### config.mk
export PLATFORM = sky130hd
export DESIGN_NAME = spi_slave
export DESIGN_NICKNAME = d
export VERILOG_FILES = /design/src/rtl/spi_slave_pkg.sv /design/src/rtl/spi_sync.sv /design/src/rtl/spi_slave.sv
export SDC_FILE = /design/constraint.sdc
export NUM_CORES = 1
export LEC_CHECK = 0
export ABC_AREA = 0
export CORE_ASPECT_RATIO = 1.4
export CORE_MARGIN = 1
export CORE_UTILIZATION = 40
export CTS_CLUSTER_DIAMETER = 200
export DETAILED_ROUTE_END_ITERATION = 10
export GPL_TIMING_DRIVEN = 0
export SYNTH_ARGS = -nofsm -noshare
export SYNTH_HDL_FRONTEND = slang
export SYNTH_SLANG_ARGS = --single-unit
### constraint.sdc
create_clock -name clk -period 1.8 [get_ports clk]
set_input_delay 0.36 -clock clk [delete_from_list [all_inputs] [get_ports clk]]
set_output_delay 0.36 -clock clk [all_outputs]
set_load 0.01 [all_outputs]
### src/rtl/spi_slave_pkg.sv
// Shared SPI definitions: frame states, mode encodings ({CPOL,CPHA}) and edge helper.
package spi_slave_pkg;
  typedef enum logic {SPI_IDLE = 1'b0, SPI_ACTIVE = 1'b1} spi_state_t;

  localparam logic [1:0] SPI_MODE0 = 2'b00;
  localparam logic [1:0] SPI_MODE1 = 2'b01;
  localparam logic [1:0] SPI_MODE2 = 2'b10;
  localparam logic [1:0] SPI_MODE3 = 2'b11;

  // A freshly detected sck edge is a leading edge when it leaves the idle level.
  function automatic logic is_leading(input logic lvl, input logic cpol);
    return lvl != cpol;
  endfunction
endpackage

### src/rtl/spi_sync.sv
// Two-flop synchronizer with a third flop for edge detection; level is the synced value.
module spi_sync #(
  parameter logic RST_VAL = 1'b0
) (
  input  logic clk,
  input  logic rst_n,
  input  logic din,
  output logic level,
  output logic rise,
  output logic fall
);
  logic [2:0] sr;

  always_ff @(posedge clk or negedge rst_n) begin
    if (!rst_n) sr <= {3{RST_VAL}};
    else        sr <= {sr[1:0], din};
  end

  assign level = sr[1];
  assign rise  = sr[1] & ~sr[2];
  assign fall  = ~sr[1] & sr[2];
endmodule

### src/rtl/spi_slave.sv
// SPI responder sampled in the clk domain (f_clk >= 4*f_sck).
// Optional sticky status flags when SPI_SLAVE_STATUS_EN is defined.
module spi_slave
  import spi_slave_pkg::*;
#(
  parameter int                    DATA_WIDTH = 16,
  parameter logic                  CPOL       = 1'b0,
  parameter logic                  CPHA       = 1'b0,
  parameter logic                  MSB_FIRST  = 1'b1,
  parameter logic [DATA_WIDTH-1:0] DUMMY      = '0
) (
  input  logic                  clk,
  input  logic                  rst_n,
  input  logic                  sck,
  input  logic                  cs_n,
  input  logic                  mosi,
  output logic                  miso,
  output logic                  miso_oe,
  input  logic [DATA_WIDTH-1:0] tx_data,
  input  logic                  tx_load,
  output logic                  tx_ready,
  output logic [DATA_WIDTH-1:0] rx_data,
  output logic                  rx_valid,
  output logic                  busy
`ifdef SPI_SLAVE_STATUS_EN
  ,
  input  logic                  status_clr,
  output logic                  tx_underrun,
  output logic                  rx_overrun
`endif
);
  localparam int CW = $clog2(DATA_WIDTH);
  localparam logic [CW-1:0] LAST = CW'(DATA_WIDTH - 1);
  localparam int DW = DATA_WIDTH;

  logic sck_lvl, sck_rise, sck_fall;
  logic cs_lvl, cs_rise, cs_fall;
  logic mosi_lvl;
  logic [1:0] mosi_edge_unused;

  spi_sync #(.RST_VAL(CPOL)) u_sck (
    .clk(clk), .rst_n(rst_n), .din(sck),
    .level(sck_lvl), .rise(sck_rise), .fall(sck_fall));
  // cs_n resets to "selected" so a pin held low across reset never looks like a fresh fall.
  spi_sync #(.RST_VAL(1'b0)) u_cs (
    .clk(clk), .rst_n(rst_n), .din(cs_n),
    .level(cs_lvl), .rise(cs_rise), .fall(cs_fall));
  spi_sync #(.RST_VAL(1'b0)) u_mosi (
    .clk(clk), .rst_n(rst_n), .din(mosi),
    .level(mosi_lvl), .rise(mosi_edge_unused[0]), .fall(mosi_edge_unused[1]));

  spi_state_t state, state_nxt;
  logic frame_start, frame_end;

  always_ff @(posedge clk or negedge rst_n) begin
    if (!rst_n) state <= SPI_IDLE;
    else        state <= state_nxt;
  end

  always_comb begin
    state_nxt   = state;
    frame_start = 1'b0;
    frame_end   = 1'b0;
    case (state)
      SPI_IDLE:   if (cs_fall) begin state_nxt = SPI_ACTIVE; frame_start = 1'b1; end
      SPI_ACTIVE: if (cs_rise) begin state_nxt = SPI_IDLE;   frame_end   = 1'b1; end
      default:    state_nxt = SPI_IDLE;
    endcase
  end

  logic sck_edge, lead, trail, run, samp, shft;
  assign sck_edge = sck_rise | sck_fall;
  assign lead     = sck_edge & is_leading(sck_lvl, CPOL);
  assign trail    = sck_edge & ~is_leading(sck_lvl, CPOL);
  assign run      = (state == SPI_ACTIVE) & ~cs_lvl;
  assign samp     = run & (CPHA ? trail : lead);
  assign shft     = run & (CPHA ? lead : trail);

  logic [DW-1:0] tx_buf, tsr, rsr, word_nxt, rx_nxt;
  logic          tx_fresh, need_load, copy, word_done;
  logic [CW-1:0] cnt;

  assign word_nxt  = tx_fresh ? tx_buf : DUMMY;
  assign copy      = frame_start | (shft & need_load);
  assign word_done = samp & (cnt == LAST);
  assign rx_nxt    = MSB_FIRST ? {rsr[DW-2:0], mosi_lvl} : {mosi_lvl, rsr[DW-1:1]};

  function automatic logic first_of(input logic [DW-1:0] w);
    return MSB_FIRST ? w[DW-1] : w[0];
  endfunction

  function automatic logic [DW-1:0] rest_of(input logic [DW-1:0] w);
    return MSB_FIRST ? {w[DW-2:0], 1'b0} : {1'b0, w[DW-1:1]};
  endfunction

  // A load in the same cycle as a copy wins: the copy already took the old buffer.
  always_ff @(posedge clk or negedge rst_n) begin
    if (!rst_n) begin
      tx_buf   <= DUMMY;
      tx_fresh <= 1'b0;
    end else if (tx_load) begin
      tx_buf   <= tx_data;
      tx_fresh <= 1'b1;
    end else if (copy) begin
      tx_fresh <= 1'b0;
    end
  end

  always_ff @(posedge clk or negedge rst_n) begin
    if (!rst_n) begin
      miso      <= 1'b0;
      tsr       <= '0;
      rsr       <= '0;
      cnt       <= '0;
      need_load <= 1'b0;
      rx_data   <= '0;
      rx_valid  <= 1'b0;
    end else begin
      rx_valid <= 1'b0;
      if (frame_start) begin
        cnt       <= '0;
        need_load <= 1'b0;
        if (!CPHA) begin
          miso <= first_of(word_nxt);
          tsr  <= rest_of(word_nxt);
        end else begin
          tsr  <= word_nxt;
        end
      end else if (frame_end) begin
        cnt       <= '0;
        need_load <= 1'b0;
        miso      <= 1'b0;
      end else begin
        if (shft) begin
          if (need_load) begin
            miso      <= first_of(word_nxt);
            tsr       <= rest_of(word_nxt);
            need_load <= 1'b0;
          end else begin
            miso <= first_of(tsr);
            tsr  <= rest_of(tsr);
          end
        end
        if (samp) begin
          rsr <= rx_nxt;
          if (word_done) begin
            rx_data   <= rx_nxt;
            rx_valid  <= 1'b1;
            cnt       <= '0;
            need_load <= 1'b1;
          end else begin
            cnt <= cnt + 1'b1;
          end
        end
      end
    end
  end

  assign tx_ready = ~tx_fresh;
  assign miso_oe  = (state == SPI_ACTIVE);
  assign busy     = miso_oe;

`ifdef SPI_SLAVE_STATUS_EN
  logic rx_unread;

  always_ff @(posedge clk or negedge rst_n) begin
    if (!rst_n) begin
      tx_underrun <= 1'b0;
      rx_overrun  <= 1'b0;
      rx_unread   <= 1'b0;
    end else begin
      if (copy && !tx_fresh)           tx_underrun <= 1'b1;
      else if (status_clr)             tx_underrun <= 1'b0;
      if (word_done && rx_unread)      rx_overrun  <= 1'b1;
      else if (status_clr)             rx_overrun  <= 1'b0;
      if (word_done)                   rx_unread   <= 1'b1;
      else if (status_clr)             rx_unread   <= 1'b0;
    end
  end
`endif
endmodule

Word level (Yosys, flattened, before mapping)
Index checks and enable logic that the tools add are counted.
{ "classes": {"n_addsub": 1, "n_eq_ne": 2, "muxes": 30, "n_bitwise": 21, "n_reduce_logical": 7} }
{ "op_table": {"columns": ["cell", "count"], "rows": [
  ["16-bit 2-to-1 mux", 5],
  ["1-bit 2-to-1 mux", 20],
  ["4-bit 2-to-1 mux", 4],
  ["1-bit AND", 11],
  ["1-bit NOT", 8],
  ["3-bit nonzero test", 2],
  ["4-bit by 1-bit adder with 4-bit output, second input constant", 1],
  ["4-bit equality test, second input constant", 1],
  ["4-bit AND reduction", 1],
  ["2-bit nonzero test", 2],
  ["3-bit AND reduction", 1],
  ["2-bit inequality test, second input constant", 1],
  ["1-bit bitwise OR", 2],
  ["1-bit one-hot mux with 2 select lines", 1],
  ["2-bit AND reduction", 1]
]} }
{ "totals": {"regBits": 80, "input_bits": 22} }

Logic depth before layout (Yosys ltp)
Gate-level depths: netlist of the first run.
{ "logic_depth": {"depth_word": 10, "mapped_depth": 5} }

Cells and area by module
From an unflattened synthesis of the first run, not the netlist that was laid out.
{ "unflattened": {"hier_cells": 247, "area_unflattened_um2": 3321.9} }
{ "by_module_without_submodules": {"columns": ["module", "n_inst", "cells_per_inst", "area_each_um2", "seq_area_each_um2"], "rows": [
  ["spi_slave", 1, 232, 3051.7, 1776.7],
  ["spi_sync", 3, 5, 90.1, 75.1]
]} }

Least setup slack after synthesis of the first run
No wires, ideal clock.
{ "synth_timing": {"path_type": "register to register", "from": "register cnt[0]", "to": "register rx_data[10]", "setup_time_ns": 0.125, "arrival_time_ns": 1.409, "path_slack_ns": 0.266, "path_stages_with_launch": 6, "period_less_slack_ns": 1.534, "cell_sequence": "dfrtp_1 -> ha_1 -> nand3_1 -> nor2_4 -> buf_6 -> mux2_2"} }
{ "synth_between": {"elab_chain_len": 3} }
{ "synth_rtl": {"columns": ["element", "line", "rtl"], "rows": [
  ["start, declared", "spi_slave.sv:81", "logic [CW-1:0] cnt;"],
  ["start signal, assigned", "spi_slave.sv:152", "cnt <= cnt + 1'b1;"],
  ["4-bit equality test", "spi_slave.sv:85", "assign word_done = samp & (cnt == LAST);"],
  ["1-bit AND", "spi_slave.sv:85", null],
  ["4-bit AND reduction (no source line)", null, null],
  ["end signal, assigned", "spi_slave.sv:147", "rx_data <= rx_nxt;"],
  ["end, declared", "spi_slave.sv:22", "output logic [DATA_WIDTH-1:0] rx_data,"]
]} }
No other way between the ends.
A chain may end at the register's enable or synchronous reset.

Final worst setup path of the first run
{ "layout_timing": {"from": "register state (netlist: busy)", "to": "register tsr[8]"} }
{ "layout_between": {"elab_chain_len": 4} }
{ "layout_rtl": {"columns": ["element", "line", "rtl"], "rows": [
  ["start, declared", "spi_slave.sv:52", "spi_state_t state, state_nxt;"],
  ["start signal, assigned", "spi_slave.sv:57", "else state <= state_nxt;"],
  ["1-bit AND", "spi_slave.sv:75", "assign run = (state == SPI_ACTIVE) & ~cs_lvl;"],
  ["1-bit AND", "spi_slave.sv:77", "assign shft = run & (CPHA ? lead : trail);"],
  ["2-bit nonzero test (no source line)", null, null],
  ["2-bit AND reduction (no source line)", null, null],
  ["end signal, assigned", "spi_slave.sv:125", "tsr <= rest_of(word_nxt);"],
  ["end signal, assigned", "spi_slave.sv:127", "tsr <= word_nxt;"],
  ["end signal, assigned", "spi_slave.sv:137", "tsr <= rest_of(word_nxt);"],
  ["end, declared", "spi_slave.sv:79", "logic [DW-1:0] tx_buf, tsr, rsr, word_nxt, rx_nxt;"]
]} }
Several ways; a longest one is shown, not always the timed one.

==> results of run 1 <==
==> layout by cell type (no fill, tap or decap), types with 2 or more instances in the layout <==
cell type | Yosys | final
a211oi_1 | 2 | 2
a21o_1 | 2 | 2
a21oi_1 | 5 | 5
a2bb2oi_1 | 14 | 14
buf_2 | 6 | 6
buf_4 | 1 | 9
buf_6 | 2 | 2
clkbuf_1 | 8 | 7
clkbuf_8 | 0 | 9
clkdlybuf4s50_1 | 0 | 38
clkinv_2 | 0 | 3
dfrtp_1 | 79 | 77
dfrtp_2 | 0 | 2
dlygate4sd2_1 | 0 | 2
inv_1 | 3 | 3
mux2_2 | 32 | 32
nand2_1 | 53 | 53
nand3_1 | 4 | 4
nand3b_1 | 2 | 2
nor2b_1 | 14 | 14
o211ai_1 | 14 | 14
o21ai_0 | 16 | 16
==> cell families after synthesis <==
logic type               synth area share
adder cells (fa/ha/maj)          0.003828
multiplexers                       0.1103
flip-flops                         0.6049
AND/OR/NAND/NOR                    0.1302
AO/OA/AOI/OAI                      0.1175
buffers and inverters             0.03331
==> layout make-up <==
cell class              count  area, um^2  area share
multi-input cells         173        1182      0.2902
plain buffers              18       98.84     0.02426
well taps                 100       125.1     0.03071
inverters                   3       11.26    0.002764
flip-flops and latches     79        1979      0.4859
clock buffers              10       127.6     0.03133
repair buffers             49       488.0      0.1198
clock inverters             6       61.31     0.01505
==> through the flow <==
step | setup TNS [ns] | hold WS, ns
6_report | 0 | 0.3516
5_1_grt | 0 | 0.3597
4_1_cts | 0 | 0.3536
3_5_place_dp | -0.1974 | 0.3131
3_3_place_gp | -194.90 | 0.3333
2_1_floorplan | 0 | 0.06441
==> Yosys cell counts, drive strengths merged <==
master    n  area share
nor3b     1      0.0038
and3      1      0.0019
ha        1      0.0038
buf      11       0.021
nor2      2      0.0046
a211oi    2      0.0046
o211ai   14       0.032
a21o      2      0.0046
nand2    54       0.063
clkbuf    8      0.0092
a21oi     5      0.0077
nand4bb   2      0.0084
o21ai    16       0.025
and4b     1      0.0031
or3b      1      0.0027
mux2     32        0.11
nand3b    2      0.0046
nand3     4      0.0061
o31ai     1      0.0023
dfrtp    79        0.60
o22ai     1      0.0019
o21a      1      0.0023
inv       3      0.0034
nor4bb    1      0.0031
or4       1      0.0023
nor2b    14       0.027
a2bb2oi  14       0.038
==> report_power, final <==
part	internal (W)	leakage, nW	switching (W)	total [W]
sequential	0.00195	1.00	0.000110	0.00206
clock	0.000636	0.0960	0.000622	0.00126
combinational	0.000270	0.745	0.000188	0.000458
==> registers in the layout, indices dropped and copies added, names as in the netlist, 2 cells and up <==
| register | cells |
|---|---|
| tsr | 15 |
| u_cs.sr | 3 |
| cnt | 4 |
| rx_data | 16 |
| u_mosi.sr | 2 |
| rsr | 15 |
| tx_buf | 16 |
| u_sck.sr | 3 |
==> what timing repair did <==
item                                    4_1_cts  5_1_grt
setup buffers                                 5        1
hold buffers                                  1        0
pin swaps                                     1        0
endpoints found under the setup margin        6       10
hold endpoints to repair                     28        0
gates resized for setup                       6        2
==> per-layer routing <==
metal | share of wire | vias to the layer above | GRT usage
met5 | 0 | - | 0
met4 | 0.022 | 0 | 0.08466
met3 | 0.032 | 13 | 0.02510
met2 | 0.50 | 46 | 0.2657
met1 | 0.44 | 1105 | 0.1937
li1 | - | 1072 | -
==> final timing paths <==
path                                               end  slack (ns)
worst min register to register  u_mosi.sr[1]$_DFF_PN0_        0.35
worst min-delay path            u_mosi.sr[1]$_DFF_PN0_        0.35
worst max-delay path                tsr[8]$_DFFE_PN0P_        0.11
min in group asynchronous           rx_valid$_DFF_PN0_        0.47
worst max register to register      tsr[8]$_DFFE_PN0P_        0.11
max in group asynchronous               busy$_DFF_PN0_        0.74
==> impl_results.md, run 1 <==
* Run status: finished clean
* Final core occ at 0.5193
* Crit-path slowest cell: dfrtp_2
* Critical setup path kind: flip-flop to flip-flop
* Final Non-Filler Cells at 438
* Die span in y at 109.0 um
* Router iterations before antenna repair at 4
* Clock sinks at 79
* Placed cells at 416
* CP Max Fanout at 10
* Antenna Nets Post-Route at 0
* Clock-pin slew on the worst setup and hold paths at 0.07 ns
* Clock root cell: clkbuf_8
* Max-cap violation count at 0
* DRT Wirelength at 5.860 mm
* Clk buf depth at 2
* Largest net degree at the start of global routing at 52
* Rel. slew slack at 0.6864
* Crit Reg-Reg Startpoint: busy$_DFF_PN0_
* Initial antenna violation count at 0
* H-tree depth at 3
* P_leak at 1.841 nW
* Worst slack, placed at -0.1974 ns
* WP data arrival at 1.91 ns
* Mean Syn Cell Area at 11.93 um^2
* Mapped Area at 3268 um^2
* Yosys warns at 0
* CP top delay family: buffers and inverters
* Core Box Area at 7845 um^2
* Tcrit/Tclk final at 0.9371
* Critical path data required time at 2.03 ns
* Worst hold path depth at 0
* PortBufs at 41
* Flops & latches, synth at 79
* Finished Cell Area at 4074 um^2
* Die area at 8541 um^2
* Number of global-route vias before repair at 2194
* Syn Nets at 297
* Clk_skew at 0.01224 ns
* CTS tree: built
* Worst-Margin Slew at 0.4705 ns
* Initial Util at 0.4166
* Critical Path End Type: flip-flop
* Vias post-DR at 2236
* Syn Inst Count at 274
* Syn-to-layout area delta at 24.66%
* Gr ovfl total at 0
* Pwr dens at 927.9 nW/um^2
* Nets at 356
* IO Pins at 43
* Max incr delay on CP at 0.45 ns
* Antenna diodes at 0
* Final Setup Violations at 0
* Fmax at 592.9 MHz
* Seq/Total Area, Yosys at 0.6049
* Worst R2R Path Depth at 6
* Crit path launch type: flip-flop
* Crit path from: busy$_DFF_PN0_
* Netlist cell types at 33
* Average vias per placed instance at 5.105
* Hold Crit Class: flip-flop to flip-flop
* Max rail drop VDD at 0.0005234 V
* Crit path depth at 6
* GR Util All Layers at 0.1576
* DR WL/cell at 13.38 um
* Hold path start: u_mosi.sr[0]$_DFF_PN0_
* DR DRC count at 0
* Die X at 78.40 um
* Dpl cell area at 3829 um^2
* Rows at 38
* Final worst slack at 0.1133 ns
* Layout cell share with drive strength beyond 1 at 0.2130
* Clk_lat worst skew at 0.35 ns
* Gpl congestion at 0.7350
* TritonCTS buffer count at 9
* Fillers at 722
* Global-route wire length before repair at 10.32 mm
* RSZ-0062 raised after global routing: false
* Fin. Hold Viols at 0
* Critical path buffer and inverter count at 3
* Pins over their slew limit at 0
* Hpwl dp at 4.025 mm
* Post-route minimum period at 1.687 ns
* Final Power at 0.003780 W
* Crit path cell chain: buf_4 > or3b_1 > buf_2 > clkbuf_1 > o21ai_0 > a2bb2oi_1
* Drt initial violations at 118
No activity file was read; power rests on OpenSTA's default activity.
==> run 2: changes to the inputs <==
--- a/config.mk
+++ b/config.mk
@@ -6,12 +6,15 @@
 export NUM_CORES = 1
 export LEC_CHECK = 0
 export ABC_AREA = 0
+export ABC_CLOCK_PERIOD_IN_PS = 1800
 export CORE_ASPECT_RATIO = 1.4
 export CORE_MARGIN = 1
 export CORE_UTILIZATION = 40
 export CTS_CLUSTER_DIAMETER = 200
 export DETAILED_ROUTE_END_ITERATION = 10
+export DONT_BUFFER_PORTS = 1
 export GPL_TIMING_DRIVEN = 0
 export SYNTH_ARGS = -nofsm -noshare
 export SYNTH_HDL_FRONTEND = slang
 export SYNTH_SLANG_ARGS = --single-unit
+export TNS_END_PERCENT = 5
==> impl_results.md, run 2 (same netlist as run 1, synthesis figures left out) <==
* Tcrit/Tclk final at 0.9543
* Final Power at 0.003716 W
* Die area at 8541 um^2
* Die span in y at 109.0 um
* Run status: finished with violations
* Most common cell after layout, fill and taps aside: dfrtp_1
* Pins over their slew limit at 0
* Largest net degree at the start of global routing at 80
* Antenna Nets Post-Route at 0
* Crit path launch type: flip-flop
* TritonCTS buffer count at 9
* Finished Cell Area at 3641 um^2
* Biggest regs: rx_data x16, tx_buf x16
* Clk_skew at 0.01023 ns
* Post-route minimum period at 1.718 ns
* Final worst slack at 0.08232 ns
* Nets at 313
* Clk buf depth at 2
* Clock-pin slew on the worst setup and hold paths at 0.08 ns
* Drt initial violations at 80
* Initial antenna violation count at 0
* Most frequent cells in the layout: 78 x dfrtp_1, 53 x nand2_1, 32 x mux2_2, 16 x o21ai_0
* Fin. Hold Viols at 79
* Critical setup path kind: flip-flop to flip-flop
* GR Util All Layers at 0.1547
* IO Pins at 43
* Gr ovfl total at 0
* Worst-Margin Slew at 0.4750 ns
* CP Max Fanout at 10
* Average vias per placed instance at 5.220
* Fmax at 582.2 MHz
* Max-cap violation count at 0
* Gpl congestion at 0.7583
* Layout cell share with drive strength beyond 1 at 0.2407
* Rows at 38
* Hpwl dp at 3.872 mm
* Hold Crit Class: input port to asynchronous set/reset pin
* Worst slack, placed at -0.02976 ns
* Clock root cell: clkbuf_8
* Failing checks: hold timing
* Crit-path slowest cell: dfrtp_1
* PortBufs at 0
* H-tree depth at 3
* Fin Hold WS at -0.2991 ns
* Router iterations before antenna repair at 6
* Critical path data required time at 2.03 ns
* Global-route wire length before repair at 10.02 mm
* Clk_lat worst skew at 0.34 ns
* Core Box Area at 7845 um^2
* Antenna diodes at 0
* Final Setup Violations at 0
* Number of global-route vias before repair at 2142
* WP data arrival at 1.95 ns
* Max incr delay on CP at 0.42 ns
* DR DRC count at 0
* P_leak at 1.676 nW
* Dpl cell area at 3393 um^2
* Final core occ at 0.4641
* Fillers at 731
* CTS tree: built
* Pwr dens at 1021 nW/um^2
* Critical Path End Type: flip-flop
* Die X at 78.40 um
* Vias post-DR at 2062
* DR WL/cell at 15.28 um
* Max rail drop VDD at 0.0006647 V
* Rel. slew slack at 0.6833
* Initial Util at 0.4166
* Clock sinks at 79
* Crit path cell chain: ha_1 > nand3_1 > nor2_4 > buf_6 > mux2_2
* Syn-to-layout area delta at 11.41%
* DRT Wirelength at 6.035 mm
==> run 2: area by class of cell <==
| cell class | count | area (um^2) | area share |
|---|---|---|---|
| clock buffers | 10 | 137.6 | 0.03780 |
| well taps | 100 | 125.1 | 0.03436 |
| flip-flops and latches | 79 | 1978 | 0.5433 |
| plain buffers | 19 | 102.6 | 0.02818 |
| clock inverters | 6 | 60.06 | 0.01649 |
| multi-input cells | 173 | 1189 | 0.3265 |
| repair buffers | 5 | 37.54 | 0.01031 |
| inverters | 3 | 11.26 | 0.003093 |
==> run 2: worst max-delay path, delay by kind of cell, from the launching register on <==
kind                     cells  cell delay (ns)
multiplexers                 1             0.35
AND/OR/NAND/NOR              2             0.43
flip-flops                   1             0.42
adder cells (fa/ha/maj)      1             0.24
buffers and inverters        1             0.18
==> run 2: stage by stage <==
step	setup TNS [ns]	instances	hold WS (ns)
after floorplan	0	274	0.06441
after global placement	0	374	0.06577
after detailed placement	-0.1012	374	0.06589
after CTS	0	390	-0.3217
after global routing	-0.001364	395	-0.3300
final	0	395	-0.2991
==> run 2: worst paths after layout <==
path / startpoint / slack (ns) / to / cells past startpoint
hold / removal: rst_n / -0.30 / rx_valid$_DFF_PN0_ / 0
setup reg to reg: cnt[0]$_DFFE_PN0P_ / 0.08 / rx_data[10]$_DFFE_PN0P_ / 5
hold reg to reg: u_sck.sr[0]$_DFF_PN0_ / 0.35 / u_sck.sr[1]$_DFF_PN0_ / 0
setup / recovery: cnt[0]$_DFFE_PN0P_ / 0.08 / rx_data[10]$_DFFE_PN0P_ / 5
min in group clk: mosi / 0.04 / u_mosi.sr[0]$_DFF_PN0_ / 0
max in group asynchronous: rst_n / 1.95 / tx_buf[15]$_DFFE_PN0P_ / 0
==> run 2: per-layer routing <==
metal / up-vias / wire length (um) / global-route usage
met4: 0 / 109 / 0.07143
li1: 987 / - / -
met5: - / 0 / 0
met1: 1027 / 2786 / 0.1836
met3: 10 / 212 / 0.03515
met2: 38 / 2927 / 0.2657
==> run 2: power breakdown <==
part,switching (W),internal [W],total (W)
combinational,0.000138,0.000201,0.000339
sequential,0.000117,0.00195,0.00207
clock,0.000636,0.000671,0.00131
==> run 2: timing repair <==
item	in CTS	in global routing
endpoints found under the setup margin	11	19
endpoints found under the hold margin	79	79
resized for setup	3	4
setup buffers	0	5
pin swaps	0	1
